## src/rtl/rf_pkg.sv

```systemverilog
// Shared constants for the pipelined register file.
// DATA_W_DEF / NUM_REGS_DEF : default datapath width and register count
// PC_IDX / PC_STEP          : register that doubles as the PC and its increment
// FLAG_C / FLAG_Z           : bit positions of the flags in the flag scoreboard
package rf_pkg;
  localparam int DATA_W_DEF   = 16;
  localparam int NUM_REGS_DEF = 8;
  localparam int PC_IDX       = 7;
  localparam int PC_STEP      = 1;
  localparam int FLAG_C       = 0;
  localparam int FLAG_Z       = 1;
  localparam int NUM_FLAGS    = 2;
endpackage

```

## src/rtl/rf_scoreboard.sv

```systemverilog
// Busy-bit vector for outstanding destination claims.
// clk, rst  : clock, async active-high reset (clears every bit)
// set_vec   : bits to claim at the next edge
// clr_vec   : bits released at the next edge (a writeback landed)
// lk_idx    : packed lookup indices, lookup k at [k*IDX_W +: IDX_W]
// lk_mask   : lookup k is being written this cycle, so its hazard is already resolved
// lk_busy   : busy bit at lk_idx, suppressed by lk_mask
module rf_scoreboard
  import rf_pkg::*;
#(
  parameter int N      = 8,
  parameter int IDX_W  = 3,
  parameter int NUM_LK = 2
) (
  input  logic                    clk,
  input  logic                    rst,
  input  logic [N-1:0]            set_vec,
  input  logic [N-1:0]            clr_vec,
  input  logic [NUM_LK*IDX_W-1:0] lk_idx,
  input  logic [NUM_LK-1:0]       lk_mask,
  output logic [NUM_LK-1:0]       lk_busy
);

  logic [N-1:0] busy_q;

  // Set is applied after clear so a claim racing a writeback on the same bit survives.
  always_ff @(posedge clk or posedge rst) begin
    if (rst) busy_q <= '0;
    else     busy_q <= (busy_q & ~clr_vec) | set_vec;
  end

  for (genvar k = 0; k < NUM_LK; k++) begin : g_lk
    assign lk_busy[k] = busy_q[lk_idx[k*IDX_W +: IDX_W]] & ~lk_mask[k];
  end

endmodule

```

## src/rtl/pipelined_register_file.sv

```systemverilog
// Register file for the pipelined IITB-RISC core: NUM_REGS GPRs (one is the PC),
// C/Z flags, NUM_RD bypassed combinational read ports, two write ports (B beats A),
// and busy scoreboards that drive the decode-stage stall.
// rd_addr/rd_data/rd_busy : packed read ports, port k in slice k
// wa_* / wb_*             : ALU and load writeback ports
// claim_*                 : issue-stage reservations of a GPR and/or the flags
// c_*/z_*                 : flag writes, bypassed flag values and flag busy
// pc_en/pc_new/pc_inc     : PC update controls, lower priority than a GPR write to PC_IDX
// pc_current              : registered PC (no bypass)
// stall                   : any read port touches a busy register
module pipelined_register_file
  import rf_pkg::*;
#(
  parameter int DATA_W   = DATA_W_DEF,
  parameter int NUM_REGS = NUM_REGS_DEF,
  parameter int ADDR_W   = $clog2(NUM_REGS),
  parameter int NUM_RD   = 2,
  parameter int PC_IDX   = rf_pkg::PC_IDX,
  parameter int PC_STEP  = rf_pkg::PC_STEP
) (
  input  logic                     clk,
  input  logic                     rst,
  input  logic [NUM_RD*ADDR_W-1:0] rd_addr,
  output logic [NUM_RD*DATA_W-1:0] rd_data,
  output logic [NUM_RD-1:0]        rd_busy,
  input  logic                     wa_en,
  input  logic [ADDR_W-1:0]        wa_addr,
  input  logic [DATA_W-1:0]        wa_data,
  input  logic                     wb_en,
  input  logic [ADDR_W-1:0]        wb_addr,
  input  logic [DATA_W-1:0]        wb_data,
  input  logic                     claim_en,
  input  logic [ADDR_W-1:0]        claim_addr,
  input  logic                     claim_c,
  input  logic                     claim_z,
  input  logic                     c_we,
  input  logic                     z_we,
  input  logic                     c_data,
  input  logic                     z_data,
  output logic                     c_flag,
  output logic                     z_flag,
  output logic                     c_busy,
  output logic                     z_busy,
  input  logic                     pc_en,
  input  logic [DATA_W-1:0]        pc_new,
  input  logic                     pc_inc,
  output logic [DATA_W-1:0]        pc_current,
  output logic                     stall
);

  logic [DATA_W-1:0] regs [NUM_REGS];
  logic              c_q, z_q;

  // Register array. The PC lives in regs[PC_IDX]; a GPR write there outranks pc_en/pc_inc.
  always_ff @(posedge clk or posedge rst) begin
    if (rst) begin
      for (int i = 0; i < NUM_REGS; i++) regs[i] <= '0;
      c_q <= 1'b0;
      z_q <= 1'b0;
    end else begin
      for (int i = 0; i < NUM_REGS; i++) begin
        if (wb_en && wb_addr == ADDR_W'(i))      regs[i] <= wb_data;
        else if (wa_en && wa_addr == ADDR_W'(i)) regs[i] <= wa_data;
        else if (i == PC_IDX) begin
          if (pc_en)       regs[i] <= pc_new;
          else if (pc_inc) regs[i] <= regs[i] + DATA_W'(PC_STEP);
        end
      end
      if (c_we) c_q <= c_data;
      if (z_we) z_q <= z_data;
    end
  end

  assign pc_current = regs[PC_IDX];
  assign c_flag     = c_we ? c_data : c_q;
  assign z_flag     = z_we ? z_data : z_q;

  // Read ports: B bypass, then A bypass, then array. A bypassing write also hides the hazard.
  logic [NUM_RD-1:0] rd_mask;
  for (genvar k = 0; k < NUM_RD; k++) begin : g_rd
    logic [ADDR_W-1:0] addr;
    logic              hit_a, hit_b;
    assign addr  = rd_addr[k*ADDR_W +: ADDR_W];
    assign hit_b = wb_en && (wb_addr == addr);
    assign hit_a = wa_en && (wa_addr == addr);
    assign rd_data[k*DATA_W +: DATA_W] = hit_b ? wb_data : (hit_a ? wa_data : regs[addr]);
    assign rd_mask[k] = hit_a | hit_b;
  end

  logic [NUM_REGS-1:0] reg_set, reg_clr;
  always_comb begin
    reg_set = '0;
    reg_clr = '0;
    if (claim_en) reg_set[claim_addr] = 1'b1;
    if (wa_en)    reg_clr[wa_addr]    = 1'b1;
    if (wb_en)    reg_clr[wb_addr]    = 1'b1;
  end

  rf_scoreboard #(.N(NUM_REGS), .IDX_W(ADDR_W), .NUM_LK(NUM_RD)) u_reg_sb (
    .clk     (clk),
    .rst     (rst),
    .set_vec (reg_set),
    .clr_vec (reg_clr),
    .lk_idx  (rd_addr),
    .lk_mask (rd_mask),
    .lk_busy (rd_busy)
  );

  logic [NUM_FLAGS-1:0] flag_set, flag_clr, flag_mask, flag_busy;
  logic [NUM_FLAGS-1:0] flag_idx;

  assign flag_set[FLAG_C]  = claim_c;
  assign flag_set[FLAG_Z]  = claim_z;
  assign flag_clr[FLAG_C]  = c_we;
  assign flag_clr[FLAG_Z]  = z_we;
  assign flag_mask[FLAG_C] = c_we;
  assign flag_mask[FLAG_Z] = z_we;
  // Lookup k simply reads flag bit k.
  assign flag_idx[FLAG_C]  = 1'(FLAG_C);
  assign flag_idx[FLAG_Z]  = 1'(FLAG_Z);

  rf_scoreboard #(.N(NUM_FLAGS), .IDX_W(1), .NUM_LK(NUM_FLAGS)) u_flag_sb (
    .clk     (clk),
    .rst     (rst),
    .set_vec (flag_set),
    .clr_vec (flag_clr),
    .lk_idx  (flag_idx),
    .lk_mask (flag_mask),
    .lk_busy (flag_busy)
  );

  assign c_busy = flag_busy[FLAG_C];
  assign z_busy = flag_busy[FLAG_Z];
  assign stall  = |rd_busy;

endmodule

```

## config.mk

```make
export PLATFORM = sky130hd
export DESIGN_NAME = pipelined_register_file
export DESIGN_NICKNAME = d
export VERILOG_FILES = /design/src/rtl/rf_pkg.sv /design/src/rtl/rf_scoreboard.sv /design/src/rtl/pipelined_register_file.sv
export SDC_FILE = /design/constraint.sdc
export NUM_CORES = 1
export LEC_CHECK = 0
export CORE_MARGIN = 10
export CORE_UTILIZATION = 30
export CTS_CLUSTER_SIZE = 16
export DETAILED_ROUTE_END_ITERATION = 12
export PLACE_DENSITY_LB_ADDON = 0.15
export SLEW_MARGIN = 40
export SYNTH_ARGS = -nofsm -noshare
export SYNTH_HDL_FRONTEND = slang
export SYNTH_SLANG_ARGS = --single-unit
```

## constraint.sdc

```tcl
create_clock -name clk -period 12 [get_ports clk]
set_input_delay 1.2 -clock clk [delete_from_list [all_inputs] [get_ports clk]]
set_output_delay 1.2 -clock clk [all_outputs]
set_load 0.03 [all_outputs]
```

---- Yosys cells after proc, flatten, opt, wreduce, memory -nomap -nowiden ----
Cells that the tools add are included.
Widths: inputs -> output; s select.
storage, ports and cells
  register bits after elaboration ......... 140
  input bits .............................. 76
  output and inout bits ................... 55
  word-level logic and storage cells ...... 137
operators by class
  add/subtract/negate cells ............... 1
  $lt $le $gt $ge ......................... 10
  equality and inequality tests ........... 18
  muxes and demuxes ....................... 43
  bitwise logic cells ..................... 19
  reduce and logical (&&, ||, !) cells .... 34
operator list
  cell                   count
  $mux 16                26
  $bmux 16 s3            2
  $eq 3x3->1 const B     8
  $mux 8                 3
  $logic_and 1x1->1      23
  $lt 3x4->1 const B     5
  $add 16x1->16 const B  1
  $or 8x8->8             2
  $reduce_bool 2->1      7
  $eq 3x2->1 const B     4
  $eq 3x3->1             4
  $demux 1 s3            3
  $ge 3x1->1 const B     3
  $and 8x8->8            1
  $ge 4x4->1 const B     2
  $not 3->4              2
  $not 8->8              1
  $mux 1                 7
  $bmux 1 s3             2
  $eq 3x1->1 const B     2
  $logic_not 3->1        2
  $and 1x1->1            4
  $not 1->1              4
  $reduce_bool 4->1      1
  5 further kinds        6

---- Longest topological paths before layout ----
Gate-level depths: netlist of run 1.
  depth in word-level cells ............... 10
  mapped depth ............................ 8
  depth with buffers taken out ............ 5

---- Hierarchy ----
From an unflattened synthesis of run 1, not the netlist that was laid out.
unflattened totals
  cells, all modules ...................... 1095
  area, all modules ....................... 10341.2 µm²
by module, submodules not included
  module                     times used  cells an instance  area each (µm²)  seq. area each (µm²)
  pipelined_register_file    1           1043               9795.6           3253.1
  rf_scoreboard (u_reg_sb)   1           41                 441.7            200.2
  rf_scoreboard (u_flag_sb)  1           11                 103.8            50.0

---- Worst setup path before layout of run 1 ----
No wires, ideal clock.
  path type ............................... input -> output
  start ................................... input rd_addr[0]
  end ..................................... output stall
  arrival time ............................ 2.875 ns
  required time ........................... 10.800 ns
  path slack .............................. 7.925 ns
  stages .................................. 8
  buffers on the path ..................... 4
  cells stage by stage .................... buf_6 buf_6 xnor2_1 nand4_1 buf_6 buf_6 inv_1 o32ai_1
on the way
  word-level cells in the longest chain between the ends .. 6
  elaborated cells between the ends (all ways) .. 10
  those cells by class .................... 2 x eq/ne; 2 x mux; 3 x bitwise; 3 x reduce/logical
RTL lines
  what                                         RTL line                                                      RTL
  from (decl)                                  pipelined_register_file.sv:23                                 input logic [NUM_RD*ADDR_W-1:0] rd_addr,
  $eq 3x3->1, on equally long branches         pipelined_register_file.sv:85, pipelined_register_file.sv:84
  $logic_and 1x1->1, on equally long branches  pipelined_register_file.sv:85, pipelined_register_file.sv:84
  $or 1x1->1                                   pipelined_register_file.sv:87                                 assign rd_mask[k] = hit_a | hit_b;
  $not 1->1                                    rf_scoreboard.sv:33                                           assign lk_busy[k] = busy_q[lk_idx[k*IDX_W +: IDX_W]] & ~lk_mask[k];
  $and 1x1->1 *                                rf_scoreboard.sv:33
  $reduce_or 2->1 *                            pipelined_register_file.sv:134                                assign stall = |rd_busy;
  to (decl)                                    pipelined_register_file.sv:48                                 output logic stall
Mark *: on every way between the ends. The rest lies on a longest branch, timed or not. The select of a mux whose other input is x is not followed.

---- Worst setup path after layout of run 1 ----
  start ................................... input wb_addr[1]
  end ..................................... output rd_data[3]
on the way
  word-level cells in the longest chain between the ends .. 3
RTL lines
  what               RTL line                       RTL
  from (decl)        pipelined_register_file.sv:30  input logic [ADDR_W-1:0] wb_addr,
  $eq 3x3->1         pipelined_register_file.sv:84  assign hit_b = wb_en && (wb_addr == addr);
  $logic_and 1x1->1  pipelined_register_file.sv:84
  $mux 16            pipelined_register_file.sv:86  assign rd_data[k*DATA_W +: DATA_W] = hit_b ? wb_data : (hit_a ? wa_data : regs[addr]);
  to (decl)          pipelined_register_file.sv:24  output logic [NUM_RD*DATA_W-1:0] rd_data,
No other way between the ends.

==> out/results.tsv, run 1 <==
stage	metric	value	unit
status	status	complete, no violations	
cells_and_area	# fillers	3484	
placed_design	Detailed Place HPWL	26430	um
worst_setup_path	Reg-to-Reg Start	pc_current[4]	
detailed_routing	met1 wire length	18560	um
grt	Overall Global Routing Usage	17.86	%
cells_and_area	Final Util	36.03	%
cells_and_area	Nets	1159	
die	I/O Pins	131	
worst_setup_path	worst path cell trace	clkdlybuf4s50_1, xnor2_1, and4_1, buf_4, nand2_1, o21ai_1, clkdlybuf4s50_1	
synth	ranking of synthesized cells by area	dfrtp_1 33%, mux2i_1 14%, mux4_1 13%	
clock_network	cts hold-fix bufs	0	
sta	Clock Skew	0.009002	ns
worst_setup_path	WP data required	10.80	ns
synth	cells after synthesis	1047	
pwr	Power Total	1.871	mW
cells_and_area	most common cell after layout, fill and taps aside	mux2i_1	
clock_network	htree depth	4	
worst_setup_path	Crit path buffers/inverters	3	
worst_setup_path	Setup CP Type	input pin to primary output	
sta	Final setup viols	0	
worst_setup_path	capture point of the worst reg-to-reg path	pc_current[9]	
detailed_routing	metal2 WL	18460	um
clock_network	CTS-repair resized insts	0	
cells_and_area	multi-input logic area	6284	um^2
die	chip height	208.1	um
pwr	switching share of power	34.39	%
grt	grt ovf	0	
cells_and_area	most frequent cells in the layout	145 x mux2i_1, 140 x dfrtp_1, 126 x clkdlybuf4s50_1	
min_path	WHS Path Cells	1	
die	Starting Density	30.59	%
cells_and_area	Seq. cell area	3503	um^2
cells_and_area	share of layout cells above drive strength 1	11.52	%
pwr	Logic pwr share	34.1	%
sta	Slew Limit Headroom	42.99	%
cells_and_area	Synth-to-Final Area Change	17.79	%
worst_setup_path	R2R cell count	4	
cells_and_area	fin cells	1549	
cells_and_area	ant diodes	0	
clock_network	clk slew on worst S/H paths	0.06	ns
placed_design	final RePlAce weighted congestion	0.7848	
clock_network	worst-skew pair later-pin latency	0.43	ns
worst_setup_path	CP max stage cell	clkdlybuf4s50_1	
pwr	Pwr Density	149.6	nW/um^2
synth	Post-synth EDFFs	0	
synth	synth warn	0	
synth	ys async rst share	100.0	%
pwr	P_int	1.227	mW
pwr	Worst VDD drop	0.1024	mV
placed_design	Buffers on Ports	130	
min_path	Hold Path End	z_q	
detailed_routing	DRC	0	
sta	measured slew at the worst slew-check pin	0.8521	ns
pwr	Clk pwr share	30.8	%
worst_setup_path	startpoint types	input pin	
grt	largest net degree at the start of global routing	85	
synth	Synth cell types	66	
detailed_routing	initial drt markers	893	
grt	first-pass GRT wire length	59400	um
sta	Fmax	0.1895	GHz
grt	vias in the first global route	8423	
min_path	hold path startpoint	z_q	
sta	Tcrit/Tclk final	43.99	%
sta	Final Slew Violations	0	
die	Die Area	43320	um^2
die	core area	34710	um^2
placed_design	placed cell area	11890	um^2
clock_network	clock root cell	clkbuf_16	
die	die width	208.1	um
grt	initial antenna violation count	0	
detailed_routing	WL per Instance	25.32	um
detailed_routing	Vias	8468	
synth	post-synth top area cell	dfrtp_1	
sta	Fin Setup TNS	0	ns
pwr	Flop pwr share	35.0	%
detailed_routing	Post-Route WL	39220	um
clock_network	CTS Buffer Depth	2	
pwr	leakage	5.187	nW
cells_and_area	final instance area	12510	um^2
synth	Mapped Avg Cell Area	10.14	um^2
synth	Synth Cell Area	10620	um^2
synth	Primary FF master, synth	dfrtp_1	
pwr	Net Sw Power	643.4	uW
synth	Mapped Nets	1124	
die	Core Rows	68	
worst_setup_path	crit path max fanout	18	
worst_setup_path	crit path DAT	4.08	ns
detailed_routing	vias per cell	5.467	
sta	final critical-path required period	5.278	ns
clock_network	CTS sink cnt	140	
synth	register area share after synthesis	32.99	%
worst_setup_path	CP max stage delay	0.85	ns
detailed_routing	DRT antenna net count	0	
placed_design	Cells after DPL	1518	
min_path	hold crit path type	register to register	
flow_run	max_cap viols	0	
detailed_routing	top routing layer in use	met4	
worst_setup_path	r2r setup slk	9.72	ns
sta	final hold violation count	0	
worst_setup_path	Critical Path Sink Type	primary output	
clock_network	Setup Buffers After CTS	0	
clock_network	CTS Buf Count	17	
clock_network	CTS tree	built	
worst_setup_path	CP top delay family	buffers and inverters	
detailed_routing	metal3 WL	1843	um
synth	share of the synthesized area in the top cell type	32.99	%
detailed_routing	1st-pass router iterations	5	
worst_setup_path	Top cell by count, worst path	clkdlybuf4s50_1	
synth	#FFs+latches synth	140	
sta	RSZ-0062 raised after global routing	no	
[power by group through the flow]
stage | logic, mW | registers [mW] | clock network, mW
floorplan | 0.452 | 0.625 | 0
global placement | 0.638 | 0.659 | 0
detailed placement | 0.643 | 0.660 | 0
CTS | 0.645 | 0.653 | 0.584
global route | 0.688 | 0.672 | 0.606
finish | 0.639 | 0.655 | 0.577
[flip-flops by register name (all words and copies together) (netlist names)]
signal	count
c_q	1
pc_current	16
regs	112
u_flag_sb.busy_q	2
u_reg_sb.busy_q	8
z_q	1
[worst max-delay path by stage]
stage               startpoint  cells past startpoint  slack [ns]           to
floorplan                  rst                      1        7.05          c_q
detailed placement  wb_addr[1]                      7        6.72   rd_data[5]
global placement    rd_addr[5]                      7        6.53  rd_data[25]
finish              wb_addr[1]                      7        6.72   rd_data[3]
global route        wb_addr[0]                      7        6.52   rd_data[2]
CTS                 wb_addr[1]                      7        6.71   rd_data[5]
[kinds of logic (layout without fill, tap and decap cells)]
logic type | count (synthesis) | after routing | share of synthesized area [%]
and+or+nand+nor | 263 | 263 | 11.23
muxes | 247 | 247 | 33.50
AOI/OAI and AO/OA | 225 | 225 | 12.23
buffers and inverters | 152 | 199 | 8.366
DFF | 140 | 140 | 32.99
xor gates and xnor gates | 19 | 19 | 1.567
adders and majority gates | 1 | 1 | 0.1178
[final cells by class]
cell class                      instances  area share [%]
Inverter                               12          0.4201
Clock buffer                           20           3.571
Tap cell                              455           4.551
Timing Repair Buffer                  156           11.86
Multi-Input combinational cell        755           50.24
Clock inverter                         11           1.350
Sequential cell                       140           28.01
[cell usage after synthesis (all sizes together) (2+ instances only)]
cell type    n
nand4b       3
nand4        9
a41oi        2
a311oi       2
nor3b        2
o31a         2
mux4        68
o2bb2ai      5
nor2        70
mux2i      145
or2          2
inv         12
o32ai        5
nor2b       12
o21ai      112
dfrtp      140
a41o         2
o311ai       2
a21oi       59
o21a         3
clkbuf      66
and3b        2
nand2      117
nand2b       6
a31oi        7
and3         2
a21o         2
a211oi       7
mux2        34
nor4         6
nor3         8
o31ai        4
buf         74
xnor2       18
nand3       14
and4         5
[layer usage]
layer	global-route usage [%]	up-vias
li1	-	3911
met1	24.73	4299
met2	28.81	235
met3	3.055	23
met4	3.113	0
met5	0	-
[per-stage QoR]
step | setup slack (ns) | hold WS (ns)
after floorplan | 7.047 | 0.4566
after detailed placement | 6.716 | 0.4868
after global routing | 6.518 | 0.5109
final | 6.722 | 0.4945
after CTS | 6.711 | 0.5010
after global placement | 6.525 | 0.4811
Note: power is estimated with default switching activity, not from simulation.
==> run 2, diff against run 1 <==
clock period = 4.5 ns   (was 12 ns; I/O delays follow)
==> out/results.tsv, run 2 (synthesized netlist as in run 1, its figures left out) <==
stage	metric	value	unit
status	status	complete, no violations	
die	Die Area	43320	um^2
worst_setup_path	startpoint types	input pin	
sta	RSZ-0062 raised after global routing	no	
clock_network	CTS sink cnt	140	
sta	Fmax	0.2992	GHz
worst_setup_path	Critical Path Sink Type	primary output	
die	I/O Pins	131	
pwr	Worst VDD drop	0.2806	mV
grt	grt ovf	0	
pwr	Pwr Density	396.4	nW/um^2
detailed_routing	DRT antenna net count	0	
sta	Slew Limit Headroom	40.85	%
placed_design	pre-CTS WS	1.234	ns
detailed_routing	initial drt markers	597	
placed_design	Detailed Place HPWL	27560	um
cells_and_area	Synth-to-Final Area Change	18.16	%
worst_setup_path	Setup CP Type	input pin to primary output	
sta	worst setup margin	1.158	ns
cells_and_area	Reg with most FFs	regs	
worst_setup_path	Reg-to-Reg Start	pc_current[4]	
sta	Clock Skew	0.009983	ns
flow_run	max_cap viols	0	
cells_and_area	most common cell after layout, fill and taps aside	mux2i_1	
placed_design	Buffers on Ports	130	
die	die width	208.1	um
clock_network	htree depth	4	
clock_network	worst-skew pair later-pin latency	0.44	ns
clock_network	CTS-repair resized insts	0	
sta	final hold violation count	0	
clock_network	Setup Buffers After CTS	0	
sta	Fin Setup TNS	0	ns
worst_setup_path	crit path max fanout	12	
cells_and_area	Nets	1172	
die	Core Rows	68	
cells_and_area	Seq. cell area	3503	um^2
die	chip height	208.1	um
sta	Final setup viols	0	
sta	Tcrit/Tclk final	74.26	%
clock_network	clock root cell	clkbuf_16	
pwr	leakage	5.289	nW
worst_setup_path	WP data required	4.05	ns
grt	Overall Global Routing Usage	17.59	%
cells_and_area	Final Util	36.14	%
cells_and_area	max FFs per register	112	
grt	vias in the first global route	8393	
clock_network	clk slew on worst S/H paths	0.07	ns
cells_and_area	share of layout cells above drive strength 1	15.43	%
cells_and_area	# fillers	3499	
clock_network	CTS Buf Count	17	
cells_and_area	ant diodes	0	
detailed_routing	Post-Route WL	38950	um
worst_setup_path	Worst Setup SP	wa_addr[0]	
sta	final critical-path required period	3.342	ns
detailed_routing	WL per Instance	24.92	um
clock_network	CTS tree	built	
grt	initial antenna violation count	0	
detailed_routing	1st-pass router iterations	5	
die	Starting Density	30.59	%
sta	Final Slew Violations	0	
detailed_routing	vias per cell	5.447	
grt	largest net degree at the start of global routing	85	
grt	first-pass GRT wire length	58430	um
sta	measured slew at the worst slew-check pin	0.8840	ns
min_path	hold crit path type	input pin to asynchronous set/reset pin	
worst_setup_path	crit path DAT	2.89	ns
detailed_routing	Vias	8514	
clock_network	CTS Buffer Depth	2	
clock_network	cts hold-fix bufs	0	
cells_and_area	most frequent cells in the layout	145 x mux2i_1, 140 x dfrtp_1, 117 x nand2_1	
cells_and_area	multi-input logic area	6262	um^2
die	core area	34710	um^2
cells_and_area	final instance area	12550	um^2
placed_design	final RePlAce weighted congestion	0.8031	
detailed_routing	DRC	0	
placed_design	placed cell area	11930	um^2
run 2: cell count changes in the layout (fill, tap and decap cells not counted), moves of 3 or more:
cell | previous run | this run
buf_12 | 0 | 5
inv_8 | 1 | 5
inv_6 | 0 | 3
clkdlybuf4s50_1 | 126 | 93
buf_4 | 24 | 67
clkinv_2 | 3 | 0
run 2: through the flow:
step	power [mW]	cells	hold WS [ns]
3_5_place_dp	3.496	1530	0.4860
5_1_grt	5.221	1563	0.5166
4_1_cts	5.013	1562	0.5036
6_report	4.974	1563	0.4740
3_3_place_gp	3.478	1530	0.4824
2_1_floorplan	2.871	1047	0.4566
run 2: power by group:
part	total, mW	switching [mW]	internal [mW]
Sequential	1.76	0.241	1.52
Clock	1.50	0.664	0.840
Combinational	1.71	0.895	0.819
run 2: metal layers:
layer | routed length (um) | track usage (%)
met5 | 0 | 0
met4 | 415 | 4.010
met3 | 2066 | 3.744
met2 | 18350 | 27.97
met1 | 18110 | 23.89
run 2: path summary, 6_finish.rpt:
check / cells past startpoint / endpoint / slack (ns)
setup / recovery: 8 / rd_data[25] / 1.16
hold / removal: 2 / regs[125] / 0.47
setup reg to reg: 4 / pc_current[9] / 2.27
hold reg to reg: 1 / z_q / 0.50
max in group asynchronous: 3 / regs[84] / 3.21
min in group clk: 1 / z_q / 0.50
run 2: layout make-up:
type                            count  area share (%)
Inverter                           12          0.4188
Clock buffer                       17           3.391
Timing Repair Buffer              169           12.39
Clock inverter                     15           1.436
Multi-Input combinational cell    755           49.91
Sequential cell                   140           27.92
Tap cell                          455           4.537
run 2: critical path, stage by stage:
cell	delay, ns
clkdlybuf4s50_1	0.47
buf_4	0.19
xnor2_1	0.13
nand4_1	0.47
buf_4	0.41
mux2i_1	0.14
o21ai_1	0.43
buf_12	0.19
==> run 3, diff against run 2 <==
clock period = 3.4 ns   (was 4.5 ns; I/O delays follow)
==> out/results.tsv, run 3 (synthesized netlist as in run 1, its figures left out) <==
stage	metric	value	unit
grt	Overall Global Routing Usage	18.16	%
detailed_routing	Post-Route WL	40320	um
die	die width	208.1	um
sta	RSZ-0062 raised after global routing	no	
clock_network	cts hold-fix bufs	0	
pwr	switching share of power	36.65	%
pwr	Pwr Density	508.3	nW/um^2
sta	measured slew at the worst slew-check pin	0.7773	ns
placed_design	final RePlAce weighted congestion	0.8234	
detailed_routing	DRC	0	
placed_design	Buffers on Ports	130	
detailed_routing	1st-pass router iterations	5	
worst_setup_path	startpoint types	input pin	
pwr	Logic pwr share	35.7	%
sta	Final Slew Violations	0	
clock_network	htree depth	4	
die	Starting Density	30.59	%
die	chip height	208.1	um
clock_network	CTS Buffer Depth	2	
die	Die Area	43320	um^2
die	I/O Pins	131	
worst_setup_path	Worst Setup SP	wb_addr[2]	
sta	Fin Setup TNS	0	ns
pwr	Worst VDD drop	0.3766	mV
sta	Fmax	0.3534	GHz
clock_network	worst-skew pair later-pin latency	0.44	ns
cells_and_area	most frequent cells in the layout	145 x mux2i_1, 140 x dfrtp_1, 117 x nand2_1	
sta	Clock Skew	0.007882	ns
grt	vias in the first global route	8613	
sta	Tcrit/Tclk final	83.21	%
grt	initial antenna violation count	0	
pwr	Clk pwr share	28.2	%
worst_setup_path	WP data required	3.06	ns
pwr	Flop pwr share	36.1	%
pwr	P_int	4.090	mW
cells_and_area	Synth-to-Final Area Change	19.62	%
placed_design	Detailed Place HPWL	28250	um
sta	final critical-path required period	2.829	ns
worst_setup_path	Setup CP Type	input pin to primary output	
clock_network	Setup Buffers After CTS	0	
die	Core Rows	68	
pwr	leakage	5.368	nW
clock_network	CTS Buf Count	17	
clock_network	CTS-repair resized insts	0	
worst_setup_path	crit path DAT	2.49	ns
worst_setup_path	crit path max fanout	24	
min_path	hold crit path type	input pin to asynchronous set/reset pin	
worst_setup_path	r2r setup slk	1.17	ns
pwr	Power Total	6.456	mW
sta	final hold violation count	0	
detailed_routing	vias per cell	5.430	
cells_and_area	ant diodes	0	
grt	largest net degree at the start of global routing	51	
flow_run	max_cap viols	0	
clock_network	clk slew on worst S/H paths	0.06	ns
status	status	complete, no violations	
sta	Slew Limit Headroom	48.12	%
cells_and_area	Reg with most FFs	regs	
detailed_routing	initial drt markers	562	
clock_network	CTS sink cnt	140	
cells_and_area	most common cell after layout, fill and taps aside	mux2i_1	
worst_setup_path	Critical Path Sink Type	primary output	
cells_and_area	share of layout cells above drive strength 1	16.44	%
cells_and_area	Nets	1189	
die	core area	34710	um^2
grt	first-pass GRT wire length	60190	um
cells_and_area	max FFs per register	112	
detailed_routing	Vias	8580	
clock_network	CTS tree	built	
detailed_routing	DRT antenna net count	0	
sta	Final setup viols	0	
worst_setup_path	Reg-to-Reg Start	pc_current[4]	
clock_network	clock root cell	clkbuf_16	
pwr	Net Sw Power	2.366	mW
grt	grt ovf	0	
detailed_routing	WL per Instance	25.52	um
==> run 3: routing by layer <==
| metal | track usage [%] | wire, um | share of wire, % |
|---|---|---|---|
| met3 | 3.924 | 2332 | 5.8 |
| met5 | 0 | 0 | 0 |
| met2 | 29.07 | 18700 | 46 |
| met4 | 4.359 | 547 | 1.4 |
| met1 | 24.40 | 18740 | 46 |
==> run 3: final cells by class <==
type,instances,area (um^2)
fillers,3467,22010
multi-input cells,755,6252
flip-flops and latches,140,3503
repair buffers,186,1782
well taps,455,569.3
clock buffers,20,456.7
clock inverters,12,90.09
inverters,12,48.80
==> run 3: worst max-delay path, stage by stage <==
cell and delay, ns:
clkdlybuf4s50_1 0.65, xnor2_1 0.32, and4_1 0.45, buf_12 0.21
nand2_1 0.06, o21ai_1 0.26, buf_12 0.18
==> run 3: through the flow <==
step / hold slack [ns] / utilization, % / instances / instance area [um^2] / setup WS [ns]
6_report: 0.3375 / 36.59 / 1580 / 12700 / 0.5707
5_1_grt: 0.3860 / 36.59 / 1580 / 12700 / 0.4616
4_1_cts: 0.3550 / 36.59 / 1580 / 12700 / 0.6209
3_5_place_dp: 0.4872 / 35.02 / 1548 / 12160 / 0.6359
3_3_place_gp: 0.4755 / 35.02 / 1548 / 12160 / 0.6535
2_1_floorplan: 0.4495 / - / 1047 / 10620 / 1.045
==> run 3: power by group through the flow <==
| stage | Combinational, mW | Clock [mW] | Sequential, mW |
|---|---|---|---|
| 2_1_floorplan | 1.60 | 0 | 2.21 |
| 3_5_place_dp | 2.32 | 0 | 2.34 |
| 3_3_place_gp | 2.30 | 0 | 2.33 |
| 5_1_grt | 2.48 | 1.93 | 2.37 |
| 4_1_cts | 2.33 | 1.86 | 2.32 |
| 6_report | 2.31 | 1.82 | 2.33 |
==> run 3: worst paths after layout <==
path | to | cells past startpoint
hold / removal | u_reg_sb.busy_q[2] | 2
max in group asynchronous | regs[97] | 3
hold reg to reg | z_q | 1
setup / recovery | rd_data[24] | 7
min in group clk | u_flag_sb.busy_q[0] | 2
setup reg to reg | pc_current[9] | 4
